**src/rtl/sevenseg_scan_ctrl_if.sv**
```systemverilog
// Load handshake bundle between a display-word producer and sevenseg_scan_ctrl.
interface sevenseg_scan_ctrl_if #(
    parameter int NDIG = 4
);
    logic                load;
    logic [4*NDIG-1:0]   value;
    logic [NDIG-1:0]     dp_mask;
    logic                ready;

    modport master (output load, output value, output dp_mask, input ready);
    modport slave  (input load, input value, input dp_mask, output ready);
endinterface

```
**src/rtl/sevenseg_scan_ctrl.sv**
```systemverilog
// Time-multiplexed scan controller for a common-anode seven-segment display.
// Define SEVENSEG_LZB_EN to enable leading-zero blanking.
module sevenseg_scan_ctrl #(
    parameter int NDIG        = 4,
    parameter int REFRESH_DIV = 50000
) (
    input  logic              clk,
    input  logic              reset,
    sevenseg_scan_ctrl_if.slave bus,
    input  logic              blank_all,
    output logic [5:0]        digit_data,
    output logic [NDIG-1:0]   an_n,
    output logic              frame_tick
);
    localparam int CW = (REFRESH_DIV > 1) ? $clog2(REFRESH_DIV) : 1;
    localparam int IW = (NDIG > 1) ? $clog2(NDIG) : 1;
    localparam logic [CW-1:0] CNT_MAX = CW'(REFRESH_DIV - 1);
    localparam logic [IW-1:0] IDX_MAX = IW'(NDIG - 1);

    typedef enum logic {BUF_EMPTY, BUF_FULL} buf_state_e;

    buf_state_e          buf_q, buf_d;
    logic [CW-1:0]       cnt_q, cnt_d;
    logic [IW-1:0]       idx_q, idx_d;
    logic [4*NDIG-1:0]   act_val_q, act_val_d;
    logic [NDIG-1:0]     act_dp_q, act_dp_d;
    logic [4*NDIG-1:0]   pend_val_q, pend_val_d;
    logic [NDIG-1:0]     pend_dp_q, pend_dp_d;
    logic [NDIG-1:0]     an_n_q, an_n_d;
    logic [5:0]          data_q, data_d;
    logic                tick_q, tick_d;
    logic                boundary;
    logic                lz_blank;

`ifdef SEVENSEG_LZB_EN
    logic [NDIG-1:0] lz_vec;
    logic            zero_above;

    // Walk from the most significant digit down; a digit blanks while every nibble above and including it is zero.
    always_comb begin
        lz_vec     = '0;
        zero_above = 1'b1;
        for (int unsigned k = NDIG - 1; k > 0; k--) begin
            zero_above = zero_above & (act_val_q[4*k +: 4] == 4'h0);
            lz_vec[k]  = zero_above;
        end
    end

    assign lz_blank = lz_vec[idx_q];
`else
    assign lz_blank = 1'b0;
`endif

    assign boundary = (cnt_q == CNT_MAX) && (idx_q == IDX_MAX);

    always_ff @(posedge clk or posedge reset) begin
        if (reset) begin
            buf_q      <= BUF_EMPTY;
            cnt_q      <= '0;
            idx_q      <= '0;
            act_val_q  <= '0;
            act_dp_q   <= '0;
            pend_val_q <= '0;
            pend_dp_q  <= '0;
            an_n_q     <= '1;
            data_q     <= 6'h20;
            tick_q     <= 1'b0;
        end else begin
            buf_q      <= buf_d;
            cnt_q      <= cnt_d;
            idx_q      <= idx_d;
            act_val_q  <= act_val_d;
            act_dp_q   <= act_dp_d;
            pend_val_q <= pend_val_d;
            pend_dp_q  <= pend_dp_d;
            an_n_q     <= an_n_d;
            data_q     <= data_d;
            tick_q     <= tick_d;
        end
    end

    always_comb begin
        buf_d      = buf_q;
        act_val_d  = act_val_q;
        act_dp_d   = act_dp_q;
        pend_val_d = pend_val_q;
        pend_dp_d  = pend_dp_q;
        tick_d     = 1'b0;

        cnt_d = cnt_q + 1'b1;
        idx_d = idx_q;
        if (cnt_q == CNT_MAX) begin
            cnt_d = '0;
            idx_d = (idx_q == IDX_MAX) ? '0 : idx_q + 1'b1;
        end

        unique case (buf_q)
            BUF_EMPTY: begin
                if (bus.load) begin
                    pend_val_d = bus.value;
                    pend_dp_d  = bus.dp_mask;
                    buf_d      = BUF_FULL;
                end
            end
            BUF_FULL: begin
                if (boundary) begin
                    act_val_d = pend_val_q;
                    act_dp_d  = pend_dp_q;
                    buf_d     = BUF_EMPTY;
                    tick_d    = 1'b1;
                end
            end
            default: buf_d = BUF_EMPTY;
        endcase

        // Slot starts with one dark cycle so the previous digit's segments settle before the next anode turns on.
        an_n_d = '1;
        if (cnt_q != '0) an_n_d[idx_q] = 1'b0;

        data_d = {blank_all | lz_blank, act_dp_q[idx_q], act_val_q[{idx_q, 2'b00} +: 4]};
    end

    assign bus.ready  = (buf_q == BUF_EMPTY);
    assign an_n       = an_n_q;
    assign digit_data = data_q;
    assign frame_tick = tick_q;
endmodule
```
**src/flat_wrapper.sv**
```systemverilog
// flat-port wrapper written by rule: the top's interface ports become plain ports
module sevenseg_scan_ctrl_flat 
#(
    parameter int NDIG        = 4,
    parameter int REFRESH_DIV = 50000
)
  (clk, reset, blank_all, digit_data, an_n, frame_tick, bus_load, bus_value, bus_dp_mask, bus_ready);
  sevenseg_scan_ctrl_if #(.NDIG(NDIG)) bus_i ();
  input  logic clk;
  input  logic reset;
  input  logic blank_all;
  output logic [5:0] digit_data;
  output logic [NDIG-1:0] an_n;
  output logic frame_tick;
  input wire logic [$bits(bus_i.load)-1:0] bus_load;
  input wire logic [$bits(bus_i.value)-1:0] bus_value;
  input wire logic [$bits(bus_i.dp_mask)-1:0] bus_dp_mask;
  output wire logic [$bits(bus_i.ready)-1:0] bus_ready;
  assign bus_i.load = bus_load;
  assign bus_i.value = bus_value;
  assign bus_i.dp_mask = bus_dp_mask;
  assign bus_ready = bus_i.ready;
  sevenseg_scan_ctrl #(.NDIG(NDIG), .REFRESH_DIV(REFRESH_DIV)) u_core (.clk(clk), .reset(reset), .bus(bus_i), .blank_all(blank_all), .digit_data(digit_data), .an_n(an_n), .frame_tick(frame_tick));
endmodule
```
**config.mk**
```make
export PLATFORM = sky130hd
export DESIGN_NAME = sevenseg_scan_ctrl_flat
export DESIGN_NICKNAME = d
export VERILOG_FILES = /design/src/rtl/sevenseg_scan_ctrl_if.sv /design/src/rtl/sevenseg_scan_ctrl.sv /design/src/flat_wrapper.sv
export SDC_FILE = /design/constraint.sdc
export NUM_CORES = 1
export LEC_CHECK = 0
export ABC_AREA = 1
export CORE_MARGIN = 4
export CORE_UTILIZATION = 38
export DETAILED_ROUTE_END_ITERATION = 8
export PLACE_DENSITY_LB_ADDON = 0.2
export SLEW_MARGIN = 30
export SYNTH_ARGS = -nofsm -noshare
export SYNTH_HDL_FRONTEND = slang
export SYNTH_SLANG_ARGS = --single-unit
export TNS_END_PERCENT = 100
```
**constraint.sdc**
```tcl
create_clock -name clk -period 2.3 [get_ports clk]
set_input_delay 0.46 -clock clk [delete_from_list [all_inputs] [get_ports clk]]
set_output_delay 0.46 -clock clk [all_outputs]
set_load 0.02 [all_outputs]
```
; ---- After elaboration in Yosys (flattened, before gate mapping)
; Index checks and enable logic that the tools add are counted.
[word_totals]
register_bits = 70
latchBits = 0
ram_bits = 0
romBits = 0
in_bits = 24
output_inout_bits = 12
wordCells = 36
memories = 0
[classes]
add_sub_neg = 2
n_mul = 0
div = 0
magnitude_cmp = 2
n_eq_ne = 2
shift = 1
muxes = 12
n_bitwise = 2
reduce_logical = 5
[op_table]
columns = cell, n
row1 = 16-bit by 1-bit adder with 16-bit output (second input constant), 1
row2 = 16-bit equality test (second input constant), 1
row3 = 16-bit two-way mux, 1
row4 = 16-bit nonzero test, 1
row5 = 16-bit by 5-bit variable part select with 4-bit output, 1
row6 = 1-bit two-way mux, 6
row7 = 4-bit two-way mux, 1
row8 = 4-bit NOT, 1
row9 = 2-bit AND reduction, 2
row10 = 2-bit by 3-bit < comparator with 1-bit output (second input constant), 1
row11 = 2-bit by 1-bit adder with 2-bit output (second input constant), 1
row12 = 1-bit binary-select mux with 2-bit select, 1
row13 = 1-bit demux with 2-bit select, 1
row14 = 2-bit equality test (second input constant), 1
row15 = 2-bit by 1-bit >= comparator with 1-bit output (second input constant), 1
row16 = 1-bit logical AND, 2
row17 = 2-bit two-way mux, 1
row18 = 1-bit one-hot mux with 2 select lines, 1
row19 = 1-bit NOT, 1

; ---- Longest topological paths before layout
; Gate-level depths: netlist of the first run.
[depth]
depth_word = 6
depth_mapped = 9

; ---- Worst setup path after synthesis of the first run
; No wires, ideal clock.
[synth_path]
path_type = register to register
from = register u_core.cnt_q[0]
to = register u_core.act_val_q[0]
arrival_ns = 1.193
path_slack_ns = 0.990
stages_incl_launch_ff = 10
n_path_buf = 1
period_less_slack_ns = 1.310
path_cell_list = dfrtp_1 > ha_1 > nand2_1 > inv_2 > nand2_2 > nor2_4 > nand3_4 > buf_6 > nand2_1 > nand2_1
[synth_via]
elab_chain_len = 3
[synth_rtl]
columns = item, line_no
row1 = from (decl), sevenseg_scan_ctrl.sv:23  ; logic [CW-1:0] cnt_q, cnt_d;
row2 = from (signal assigned), sevenseg_scan_ctrl.sv:70  ; cnt_q <= cnt_d;
row3 = 16-bit equality test, sevenseg_scan_ctrl.sv:54  ; assign boundary = (cnt_q == CNT_MAX) && (idx_q == IDX_MAX);
row4 = 1-bit logical AND, sevenseg_scan_ctrl.sv:54
row5 = 2-bit AND reduction (no source line), n/a
row6 = to (signal assigned), sevenseg_scan_ctrl.sv:72  ; act_val_q <= act_val_d;
row7 = to (decl), sevenseg_scan_ctrl.sv:25  ; logic [4*NDIG-1:0] act_val_q, act_val_d;
; No other way between the ends.
; A chain may end at the register's enable or synchronous reset.

; ---- Worst setup path in the final report of the first run
[layout_path]
from = register u_core.an_n_q[0], in the netlist u_core.an_n[0]
to = output an_n[0]
[layout_rtl]
columns = item, line_no
row1 = from (decl), sevenseg_scan_ctrl.sv:29  ; logic [NDIG-1:0] an_n_q, an_n_d;
row2 = from (signal assigned), sevenseg_scan_ctrl.sv:76  ; an_n_q <= an_n_d;
row3 = to (decl), flat_wrapper.sv:13  ; output logic [NDIG-1:0] an_n;
; No word-level cell between the ends.

==> out/metrics.cfg, run 1 <==
[clocking]
cts-resized-gates=0
h-tree-depth=3
clock_latency_ps=350
cts_tree=done
cts_root_buf=clkbuf_8
clock_tree.buffer_depth=2
cts_made_buffers=9
cts.sinks=70
post_cts.repair.setup_buffers=0
clk_pin_slew_ps=80
cts_hold_buf=0

[setup_path]
crit_required_ps=1840
crit_path_end_kind=output port
critPathSlowestCell=clkdlybuf4s50_1
cp_top_family=buffers and inverters
max_stage_delay_ps=590
reg2regPathDepth=8
crit_arrival_ps=1460
critPathKind=reg -> out
critPathLaunchType=flop
rr_endpoint=u_core.buf_q$_DFF_PP0_
cp_max_fo=1
cp_num_cells=1
worst-path-buf-inv=1
crit_start=u_core.an_n[0]$_DFF_PP1_
r2r_slack_ps=750
timing.critical_path.to=an_n[0]
path_cells=clkdlybuf4s50_1
crit-reg2reg-launch=u_core.cnt_q[0]$_DFF_PP0_

[die]
core_um2=8175
fp.dieH_um=99.42
die-area_um2=9883
row_count=33
io_pins=36
dieWidth_um=99.42
initial_core_util_pct=38.84

[power_and_ir_drop]
power_density_nw_per_um2=614.8
power_switching_mw=0.5379
internal_power_mw=1.823
swShare_pct=22.79
leakagePower_nw=1.889
ir_worst_vdd_uv=247.8
pwr-share-comb_pct=4.5
seqPwrFrac_pct=54.9
p_clk_share_pct=40.6

[final_layout]
area_growth_pct=20.92
post-route-util_pct=46.97
final_area_um2=3840
num-fill-cells=785
nNetsFinal=407
diodes=0
drive_above_1_share_pct=16.75

[drt]
route.antenna.remaining_nets=0
via_per_inst=4.786
wl_per_cell_um=13.30
detail_route.first_pass.iterations=4
num_vias=2331
drc=0
dr.first_iter.drc_count=93
drt-total-wl_um=6475

[synthesis]
avgSynthCellArea_um2=9.451
yosysSeqAreaShare_pct=55.36
yosys_warnings=0
syn_area_um2=3176
ys_ff_latch=70
synth.distinct_cells=26
syn_nets=366
postSynthCellCount=336

[global_route]
grt.total_usage_pct=14.31
grt_pass1_vias=2269
grt_pass1_wl_um=11080
grt_max_degree=33
antenna_found_initial=0
overflow=0

[place]
place_area_um2=3645
pre_cts_slack_ps=564.3
dp_hpwl_um=4503
gp_congestion=0.8377
port_buffers=35

[sta]
drv_slew=0
hold_viol_final=0
report.final.setup_viol=0
rsz0062_at_grt=false
worstMarginPinSlew_ps=384.4
max_freq_mhz=522.1
setup_ws_ps=384.7
maxSlewHeadroom_pct=74.35
finalSetupTns_ps=0
fin_crit_ps=1915
fin_worst_skew_ps=15.19
timing.final.crit_share_pct=83.27

[job]
max-cap-violations=0

[status]
status=finished, final reports clean

[hold_path]
hold_class=in -> async

-- registers in the layout (all words and copies together) (netlist names) --
| signal | flops |
|---|---|
| u_core.act_dp_q | 4 |
| u_core.buf_q | 1 |
| u_core.idx_q | 2 |
| u_core.an_n | 4 |
| u_core.act_val_q | 16 |
| u_core.pend_dp_q | 4 |
| u_core.digit_data | 6 |
| u_core.pend_val_q | 16 |
| u_core.cnt_q | 16 |
| u_core.frame_tick | 1 |
-- per-layer routing --
layer / vias to the layer above / track usage, % / wire length [µm]
met5: - / 0 / 0
met1: 1122 / 18.85 / 3032
met4: 0 / 6.303 / 91
met3: 8 / 3.366 / 262
li1: 1164 / - / -
met2: 37 / 22.52 / 3089
-- layout by cell type, fill, tap and decap left out, types with 2 or more instances in the layout --
cell type / count
nor2_1: 45
a21oi_1: 2
nand2_2: 3
dfstp_2: 5
nand3_1: 7
nor2_4: 2
o22ai_1: 5
mux2_2: 20
clkbuf_8: 12
xor2_1: 6
clkinv_4: 2
o21ai_0: 12
dfrtp_1: 65
nand4_1: 23
ha_1: 6
nand2_1: 84
buf_4: 6
nor2_2: 4
inv_1: 24
clkdlybuf4s50_1: 35
inv_2: 6
-- logic make-up after synthesis --
logic type                 synth area share [%]
DFF                                       55.36
buffers and inverters                     5.989
adders and majority gates                 2.364
AOI/OAI and AO/OA                         3.586
xor gates and xnor gates                  1.931
and+or+nand+nor                           23.68
muxes                                     7.092
-- metrics by stage --
step                hold slack (ps)  total power, mW  instances
finish                        376.1            2.361        487
global route                  381.0            2.465        487
CTS                           363.4            2.400        487
detailed placement            454.0            1.431        471
global placement              448.1            1.426        471
floorplan                     436.6            1.364        336
-- worst min path at each step --
stage / slack, ps / to / startpoint / cells past startpoint
2_1_floorplan: 440 / u_core.act_dp_q[2]$_DFFE_PP0P_ / u_core.act_dp_q[2]$_DFFE_PP0P_ / 2
3_3_place_gp: 450 / u_core.act_val_q[4]$_DFFE_PP0P_ / u_core.act_val_q[4]$_DFFE_PP0P_ / 2
3_5_place_dp: 450 / u_core.act_val_q[4]$_DFFE_PP0P_ / u_core.act_val_q[4]$_DFFE_PP0P_ / 2
4_1_cts: 360 / u_core.pend_val_q[9]$_DFFE_PP0P_ / reset / 2
5_1_grt: 380 / u_core.pend_val_q[13]$_DFFE_PP0P_ / reset / 2
6_report: 380 / u_core.digit_data[3]$_DFF_PP0_ / reset / 2
-- area by class of cell --
cell class | count | area (µm²) | area share (%)
multi-input combinational | 224 | 1227 | 31.96
clock inverter | 4 | 30.03 | 0.7820
inverter | 30 | 112.6 | 2.933
clock buffer | 12 | 165.2 | 4.301
sequential | 70 | 1758 | 45.78
tap | 105 | 131.4 | 3.421
timing repair buffer | 42 | 415.4 | 10.82
-- cell usage after synthesis --
cell	instances	area, µm²
ha_1	6	75.07
buf_6	2	22.52
clkbuf_1	4	15.01
nand4_1	23	143.9
inv_1	25	93.84
o22ai_1	5	31.28
nand3_4	1	17.52
nand2_1	84	315.3
o21ai_0	12	60.06
nor3_1	1	5.000
nand3_1	7	35.03
nand2_2	3	18.77
xnor2_1	1	8.760
dfrtp_1	65	1627
buf_2	2	10.01
o21ai_1	1	5.000
buf_4	4	30.03
xor2_1	6	52.55
nor2_1	45	168.9
o21bai_1	1	7.510
mux2_2	20	225.2
inv_2	5	18.77
dfstp_2	5	131.4
nor2_2	4	25.02
nor2_4	2	22.52
a21oi_1	2	10.01
-- power groups by stage --
stage / registers, mW / logic (mW) / clock network (mW)
finish: 1.30 / 0.107 / 0.959
global placement: 1.32 / 0.109 / 0
CTS: 1.30 / 0.111 / 0.994
global route: 1.30 / 0.119 / 1.05
floorplan: 1.31 / 0.0527 / 0
detailed placement: 1.32 / 0.111 / 0
Power figures use the tool's default switching activity.
==> run 2: changes to the inputs <==
==> constraint.sdc (replaced) <==
create_clock -name clk -period 1.6 [get_ports clk]
set_input_delay 0.32 -clock clk [delete_from_list [all_inputs] [get_ports clk]]
set_output_delay 0.32 -clock clk [all_outputs]
set_load 0.02 [all_outputs]
==> out/metrics.cfg, run 2 (same netlist as run 1, synthesis figures left out) <==
[sta]
fin_crit_ps=1513
max_freq_mhz=661.0
setup_ws_ps=87.11
maxSlewHeadroom_pct=78.76
report.final.setup_viol=0
worstMarginPinSlew_ps=318.3
timing.final.crit_share_pct=94.56
drv_slew=0
hold_viol_final=0
rsz0062_at_grt=true
fin_worst_skew_ps=6.977

[global_route]
grt_most_used_layer=met2
grt_max_degree=47
antenna_found_initial=0
grt_pass1_wl_um=10810
grt_use_met2_pct=21.80
grt.total_usage_pct=14.04
met1_usage_pct=18.43
grtUsageMet3_pct=3.296
overflow=0
grt_pass1_vias=2257

[clocking]
cts_tree=done
clock_latency_ps=350
cts_root_buf=clkbuf_8
cts_made_buffers=9
cts.sinks=70
clock_tree.buffer_depth=2
post_cts.repair.setup_buffers=0
h-tree-depth=3
clk_pin_slew_ps=80

[final_layout]
seq_area_um2=1758
final_common_cell=nand2_1
area_growth_pct=22.22
diodes=0
num-fill-cells=795
drive_above_1_share_pct=18.09
finalNonFillerCells=492
layout_common_cells=nand2_1 (84), dfrtp_1 (65), nor2_1 (44), inv_1 (24)
top_regs=u_core.act_val_q: 16 flops, u_core.cnt_q: 16 flops, u_core.pend_val_q: 16 flops
post-route-util_pct=47.47
multi_input_area_um2=1230
nNetsFinal=412

[power_and_ir_drop]
seqPwrFrac_pct=55.5
power_switching_mw=0.8105
leakagePower_nw=1.939
p_clk_share_pct=39.7
power_density_nw_per_um2=863.7
p_total_mw=3.352
swShare_pct=24.18
ir_worst_vdd_uv=447.8
internal_power_mw=2.542
pwr-share-comb_pct=4.7

[setup_path]
reg2regPathDepth=8
max_stage_delay_ps=520
path_cells=dlygate4sd2_1
rr_endpoint=u_core.act_val_q[13]$_DFFE_PP0P_
cp_max_fo=1
r2r_slack_ps=140
crit-reg2reg-launch=u_core.cnt_q[1]$_DFF_PP0_
worst-path-buf-inv=1
critPathLaunchType=flop
critPathKind=reg -> out
cp_top_family=flip-flops
crit_required_ps=1280
crit_path_end_kind=output port
crit_arrival_ps=1190
critPathSlowestCell=dfstp_2

[place]
dp_hpwl_um=4565
dp.cells=476
gp_congestion=0.8787
port_buffers=35
pre_cts_slack_ps=87.42

[job]
max-cap-violations=0

[die]
fp.dieH_um=99.42
initial_core_util_pct=38.84
dieWidth_um=99.42
row_count=33
die-area_um2=9883
core_um2=8175
io_pins=36

[status]
status=finished, final reports clean

[drt]
drc=0
num_vias=2330
route.antenna.remaining_nets=0
detail_route.first_pass.iterations=4
via_per_inst=4.736
dr.first_iter.drc_count=66
wl_per_cell_um=12.97
drt-total-wl_um=6380

[hold_path]
hold_class=in -> async

[run 2: metal layers]
layer | part of all wire [%] | wire length, µm | vias to the layer above
met5 | 0 | 0 | -
met4 | 1.9 | 124 | 0
met3 | 4.0 | 256 | 10
met2 | 46 | 2964 | 41
met1 | 48 | 3035 | 1098
li1 | - | - | 1181
[run 2: stage by stage]
| step | setup TNS, ps | instance area [µm²] | hold WS, ps |
|---|---|---|---|
| global placement | 0 | 3711 | 452.3 |
| global route | -17.61 | 3881 | 279.7 |
| detailed placement | 0 | 3711 | 454.3 |
| floorplan | 0 | 3179 | 324.5 |
| finish | 0 | 3881 | 261.8 |
| CTS | 0 | 3879 | 259.3 |
[run 2: how the worst max path moves through the flow]
| stage | from | to | slack [ps] | depth (start not counted) |
|---|---|---|---|---|
| 2_1_floorplan | u_core.cnt_q[0]$_DFF_PP0_ | u_core.act_val_q[0]$_DFFE_PP0P_ | 290 | 9 |
| 3_3_place_gp | u_core.cnt_q[11]$_DFF_PP0_ | u_core.buf_q$_DFF_PP0_ | 110 | 6 |
| 3_5_place_dp | bus_load | u_core.pend_val_q[8]$_DFFE_PP0P_ | 90 | 4 |
| 4_1_cts | u_core.an_n[2]$_DFF_PP1_ | an_n[2] | 70 | 1 |
| 5_1_grt | u_core.cnt_q[1]$_DFF_PP0_ | u_core.act_val_q[14]$_DFFE_PP0P_ | -7 | 8 |
| 6_report | u_core.an_n[2]$_DFF_PP1_ | an_n[2] | 90 | 1 |
[run 2: layout make-up]
cell class / count / share of cell area [%]
tap: 105 / 3.385
inverter: 30 / 2.998
multi-input combinational: 224 / 31.69
sequential: 70 / 45.29
clock inverter: 6 / 1.161
timing repair buffer: 47 / 11.93
clock buffer: 10 / 3.546
[run 2: what timing repair did]
item | 4_1_cts | 5_1_grt
cloned | 0 | 0
gates resized for setup | 12 | 2
pin swaps | 0 | 1
hold buffers | 0 | 0
setup endpoints to repair | 12 | 9
[run 2: power by group through the flow]
stage                     registers (mW)  clock network, mW  logic [mW]
after floorplan                     1.89                  0      0.0762
after global placement              1.89                  0       0.160
after detailed placement            1.90                  0       0.165
after CTS                           1.86               1.38       0.164
after global routing                1.87               1.45       0.178
final                               1.86               1.33       0.158
==> run 3: changes to the inputs <==
--- a/config.mk
+++ b/config.mk
@@ -8,6 +8,7 @@
 export ABC_AREA = 1
 export CORE_MARGIN = 4
 export CORE_UTILIZATION = 38
+export CTS_BUF_LIST = sky130_fd_sc_hd__clkbuf_8
 export DETAILED_ROUTE_END_ITERATION = 8
 export PLACE_DENSITY_LB_ADDON = 0.2
 export SLEW_MARGIN = 30
==> results of run 3 <==
The final DEF is identical to that of run 2; final timing and power are the same.
